===== src/rtl/fifo_datapath.sv =====
// fifo_datapath: storage and pointer datapath for the FIFO controller.
// Decodes the 5-bit control word into memory write/read, pointer advance and
// clear actions, and reports full/empty status back to the controller.
//
// Ports:
//   clk              system clock, rising edge
//   rst              asynchronous active-high reset
//   control_signals  [4] mem_we [3] mem_re [2] clear [1] rd_inc [0] wr_inc
//   data_in          write data, sampled when mem_we is accepted
//   status_signals   [0] full, [1] empty (combinational from registered count)
//   data_out         registered read data
//   data_valid       one-cycle pulse when data_out was updated by a read
//   count            occupancy, 0..DEPTH
//   overflow         sticky: write or write-advance attempted while full
//   underflow        sticky: read or read-advance attempted while empty
module fifo_datapath #(
    parameter int unsigned DATA_WIDTH = 8,
    parameter int unsigned DEPTH      = 8
) (
    input  logic                          clk,
    input  logic                          rst,
    input  logic [4:0]                    control_signals,
    input  logic [DATA_WIDTH-1:0]         data_in,
    output logic [1:0]                    status_signals,
    output logic [DATA_WIDTH-1:0]         data_out,
    output logic                          data_valid,
    output logic [$clog2(DEPTH):0]        count,
    output logic                          overflow,
    output logic                          underflow
);

    localparam int unsigned ADDR_WIDTH = $clog2(DEPTH);
    localparam int unsigned CNT_WIDTH  = ADDR_WIDTH + 1;

    logic [DATA_WIDTH-1:0] mem [DEPTH];
    logic [ADDR_WIDTH-1:0] wr_ptr;
    logic [ADDR_WIDTH-1:0] rd_ptr;

    logic mem_we, mem_re, clear, rd_inc, wr_inc;
    logic full, empty;
    logic we_ok, re_ok, wr_adv, rd_adv;
    logic wr_bad, rd_bad;

    // Control word decode
    assign mem_we = control_signals[4];
    assign mem_re = control_signals[3];
    assign clear  = control_signals[2];
    assign rd_inc = control_signals[1];
    assign wr_inc = control_signals[0];

    // Status derives only from count; pointer equality is ambiguous at wrap
    assign full           = (count == CNT_WIDTH'(DEPTH));
    assign empty          = (count == '0);
    assign status_signals = {empty, full};

    // Accepted actions are judged against the pre-edge count; clear masks all
    assign we_ok  = ~clear & mem_we & ~full;
    assign re_ok  = ~clear & mem_re & ~empty;
    assign wr_adv = ~clear & wr_inc & ~full;
    assign rd_adv = ~clear & rd_inc & ~empty;
    assign wr_bad = ~clear & (mem_we | wr_inc) & full;
    assign rd_bad = ~clear & (mem_re | rd_inc) & empty;

    // Storage array, intentionally not reset
    always_ff @(posedge clk) begin
        if (we_ok) begin
            mem[wr_ptr] <= data_in;
        end
    end

    // Pointers, occupancy, read data and sticky flags
    always_ff @(posedge clk or posedge rst) begin
        if (rst) begin
            wr_ptr     <= '0;
            rd_ptr     <= '0;
            count      <= '0;
            data_out   <= '0;
            data_valid <= 1'b0;
            overflow   <= 1'b0;
            underflow  <= 1'b0;
        end else if (clear) begin
            wr_ptr     <= '0;
            rd_ptr     <= '0;
            count      <= '0;
            data_valid <= 1'b0;
            overflow   <= 1'b0;
            underflow  <= 1'b0;
        end else begin
            if (wr_adv) begin
                wr_ptr <= wr_ptr + ADDR_WIDTH'(1);
            end
            if (rd_adv) begin
                rd_ptr <= rd_ptr + ADDR_WIDTH'(1);
            end
            // Simultaneous accepted advances leave occupancy unchanged
            if (wr_adv && !rd_adv) begin
                count <= count + CNT_WIDTH'(1);
            end else if (rd_adv && !wr_adv) begin
                count <= count - CNT_WIDTH'(1);
            end
            if (re_ok) begin
                data_out <= mem[rd_ptr];
            end
            data_valid <= re_ok;
            if (wr_bad) begin
                overflow <= 1'b1;
            end
            if (rd_bad) begin
                underflow <= 1'b1;
            end
        end
    end

endmodule


===== config.mk =====
export PLATFORM = sky130hd
export DESIGN_NAME = fifo_datapath
export DESIGN_NICKNAME = d
export VERILOG_FILES = /design/src/rtl/fifo_datapath.sv
export SDC_FILE = /design/constraint.sdc
export NUM_CORES = 1
export LEC_CHECK = 0
export ABC_AREA = 1
export BUFFER_PORTS_ARGS = -buffer_cell sky130_fd_sc_hd__buf_4
export CAP_MARGIN = 30
export CORE_MARGIN = 2
export CORE_UTILIZATION = 58
export DETAILED_ROUTE_END_ITERATION = 10
export PLACE_DENSITY_LB_ADDON = 0.2
export SYNTH_ARGS = -nofsm -noshare
export SYNTH_HDL_FRONTEND = slang
export SYNTH_SLANG_ARGS = --single-unit

===== constraint.sdc =====
create_clock -name clk -period 2.3 [get_ports clk]
set_input_delay 0.345 -clock clk [delete_from_list [all_inputs] [get_ports clk]]
set_output_delay 0.345 -clock clk [all_outputs]
set_load 0.01 [all_outputs]

==> run metrics <==
Synth cell types 25; post-synthesis compound-gate area fraction a little over a tenth; CP peak stage delay around 0.46 ns; yosys warns 0; cts bufs inserted 9; final WL between 6000 and 7000 um; Hold Path Class in -> async; DRT antenna net count 0; Synth top area share 53.8%; Most Frequent Cell on Critical Path nand3_1; largest cells by area after synthesis edfxtp_1, dfrtp_1, nor2_1; layout net count roughly 380; Lkg Pwr approximately 1.7 nW; Mean Syn Cell Area 11.4 sq um; post-synthesis sequential area ratio approximately two thirds; Mapped Area around 3600 sq um; Routed wire per std cell between 15 and 20 um; vias in the first global route approximately 2,200; WP data required 2.55 ns; CTS H-tree lvls 3; initial core utilization between 60 and 70%; Crit-path slowest cell dfrtp_1; final hold viol count 0; #FFs+latches synth 85; initial detailed-routing violation count roughly 190; Port Buffers 31; vias after detailed routing roughly 2,400; post-synth top area cell edfxtp_1; CTS hold repair buffers 0; post-synthesis xor/xnor area fraction less than 1%; combinational share of power around 30%; Area Growth Syn to Fin 15.7%; Async SR Flop Fraction about 25%; critical path peak fanout 7; total track usage between 20 and 25%; final number of max-transition violations 0; Final GP Congestion between 0.8 and 0.9; relative slew slack 46.5%; R2R Path Start count[0]; syn nets roughly 330; core box area between 5000 and 6000 sq um; Synth Flop Type edfxtp_1; switching power roughly 0.0014 W; IO Count 32; die width about 82 um; clk root buf clkbuf_8; Switching Share between 30% and 40%; gr ovfl total 0; register area ~2400 sq um; period utilisation layout between 80 and 90%; proportion of layout cells with a drive suffix above 1 21.1%; Seq pwr share between 40 and 50%; worst r2r path cells 10; initial antenna violation count 0; largest net degree at the start of global routing 35; Clock power frac 25.1%; setup_tns 0 ns; r2r endpoint count[3]; Post-synth EDFFs 64; DR pass1 iterations 4; kind of critical path reg -> reg; Diodes inserted 0; number of setup violations in the final report 0; dpl cell area around 3900 sq um; Power Dens Cells between 1000 and 1500 nW/um^2; RSZ-0062 raised after global routing false; vias per inst between 5 and 6; die area 6800 sq um; DRC 0; Adder-Cell Fraction of Synth Area 1.96%; clock period minus worst slack about 2 ns; TritonCTS clock tree built; Simple-Gate Fraction of Synth Area 14.3%; Crit. End Element flop; clock tree sinks 85; postcts setup bufs 0; Power Internal about 0.0028 W; Synth Instances roughly 310; worst reg-to-reg setup slack just over 0.3 ns; status finished, final reports clean; Die Y 82.5 um; worst-path cell chain nor2_2 -> nand2_2 -> nand2_4 -> nand3_4 -> ha_1 -> a21o_2 -> a21oi_1 -> nand3_1 -> nand3_1 -> nand2_1; Arr. time, crit path approximately 2.2 ns; Worst Max-Slew Pin Slew between 0.8 and 0.9 ns; fill cell count between 400 and 500; Max Fclk approximately 500 MHz; Longest Clk Path Bufs 2; post-synthesis mux area share 0%; clock latency on the worst-skew pair between 0.3 and 0.4 ns; largest family of logic cells by synthesized area simple AND/OR/NAND/NOR gates; Post-synth top cells edfxtp_1, nor2_1, nand2_1, o21ai_0, dfrtp_1; post_cts resized 0; Startpoint Class flop; max_cap viols 0; Peak VDD IR 0.733 mV; fin util a little over two thirds; first-pass GRT wire length 10,400 um; area of the multi-input gates roughly 1000 sq um; dpl hpwl roughly 4300 um; Final Skew about 0.0073 ns; Non-Filler Cell Area, Final 4140 sq um; Clock transition at path regs about 0.090 ns; count leader, synth edfxtp_1; row cnt 28
[worst max-delay path by stage]
stage / end / slack [ns] / startpoint
after floorplan: count[3] / 0.43 / count[0]
after global placement: count[3] / 0.33 / count[0]
after detailed placement: count[3] / 0.31 / control_signals[2]
after CTS: count[3] / 0.32 / count[2]
after global routing: count[3] / 0.13 / count[0]
final: count[3] / 0.31 / count[0]
[power by group through the flow]
stage | logic (W) | clock network, W | registers (W)
detailed placement | 0.00126 | 0 | 0.00197
global route | 0.00141 | 0.00115 | 0.00195
floorplan | 0.000790 | 0 | 0.00201
CTS | 0.00127 | 0.00108 | 0.00193
finish | 0.00126 | 0.00107 | 0.00193
global placement | 0.00124 | 0 | 0.00195
[worst max-delay path, delay by kind of cell, from the launching register on]
kind | cells | cell delay, ns
adders and majority gates | 1 | 0.29
DFF | 1 | 0.46
AOI/OAI and AO/OA | 2 | 0.36
and+or+nand+nor | 7 | 0.78
[logic make-up after synthesis]
family	Yosys count
AOI/OAI and AO/OA	69
and+or+nand+nor	121
xor gates and xnor gates	3
buffers and inverters	30
adders and majority gates	5
DFF	85
[state kept, by name, indices dropped and copies added (netlist names)]
register	flops
count	4
data_out	8
data_valid	1
mem	64
overflow	1
rd_ptr	3
underflow	1
wr_ptr	3
[cell type report]
cell class	count	area share, %
Inverter	18	1.63
Timing Repair Buffer	43	7.81
Sequential cell	85	59.2
Tap cell	75	2.27
Clock buffer	9	3.00
Clock inverter	7	1.97
Multi-Input combinational cell	198	24.1
[cell usage in the layout (no fill, tap or decap)]
cell	netlist	final
nand3_2	1	1
nand2_2	5	5
nand2_1	41	41
o211ai_1	16	16
o21ai_1	5	5
a21oi_1	5	5
inv_8	0	1
inv_6	0	2
nand3_1	8	8
inv_1	12	12
clkinv_4	0	2
ha_1	4	4
nor2_1	62	62
xnor2_1	2	2
fa_1	1	1
buf_4	2	43
clkbuf_8	0	9
nand3_4	1	1
dfrtp_1	21	21
o21ai_0	39	39
clkinv_2	0	1
edfxtp_1	64	64
xor2_1	1	1
bufinv_16	0	1
nor2_2	2	2
a21o_2	1	1
nand2_4	1	1
inv_2	6	6
o22ai_1	3	3
[routing by layer]
layer	GRT usage [%]	vias up	part of all wire, %
met4	12.1	0	1.9
met2	35.1	76	49
met5	0	-	0
met3	3.59	15	6.9
li1	-	1173	-
met1	28.5	1111	43
[through the flow]
step | total power, W | setup slack (ns) | instances | hold WS [ns]
6_report | 0.00426 | 0.308 | 435 | 0.141
5_1_grt | 0.00451 | 0.127 | 435 | 0.182
4_1_cts | 0.00428 | 0.319 | 435 | 0.166
3_5_place_dp | 0.00323 | 0.307 | 419 | 0.471
3_3_place_gp | 0.00319 | 0.333 | 419 | 0.465
2_1_floorplan | 0.00280 | 0.427 | 313 | 0.322
Note: power is estimated with default switching activity, not from simulation.
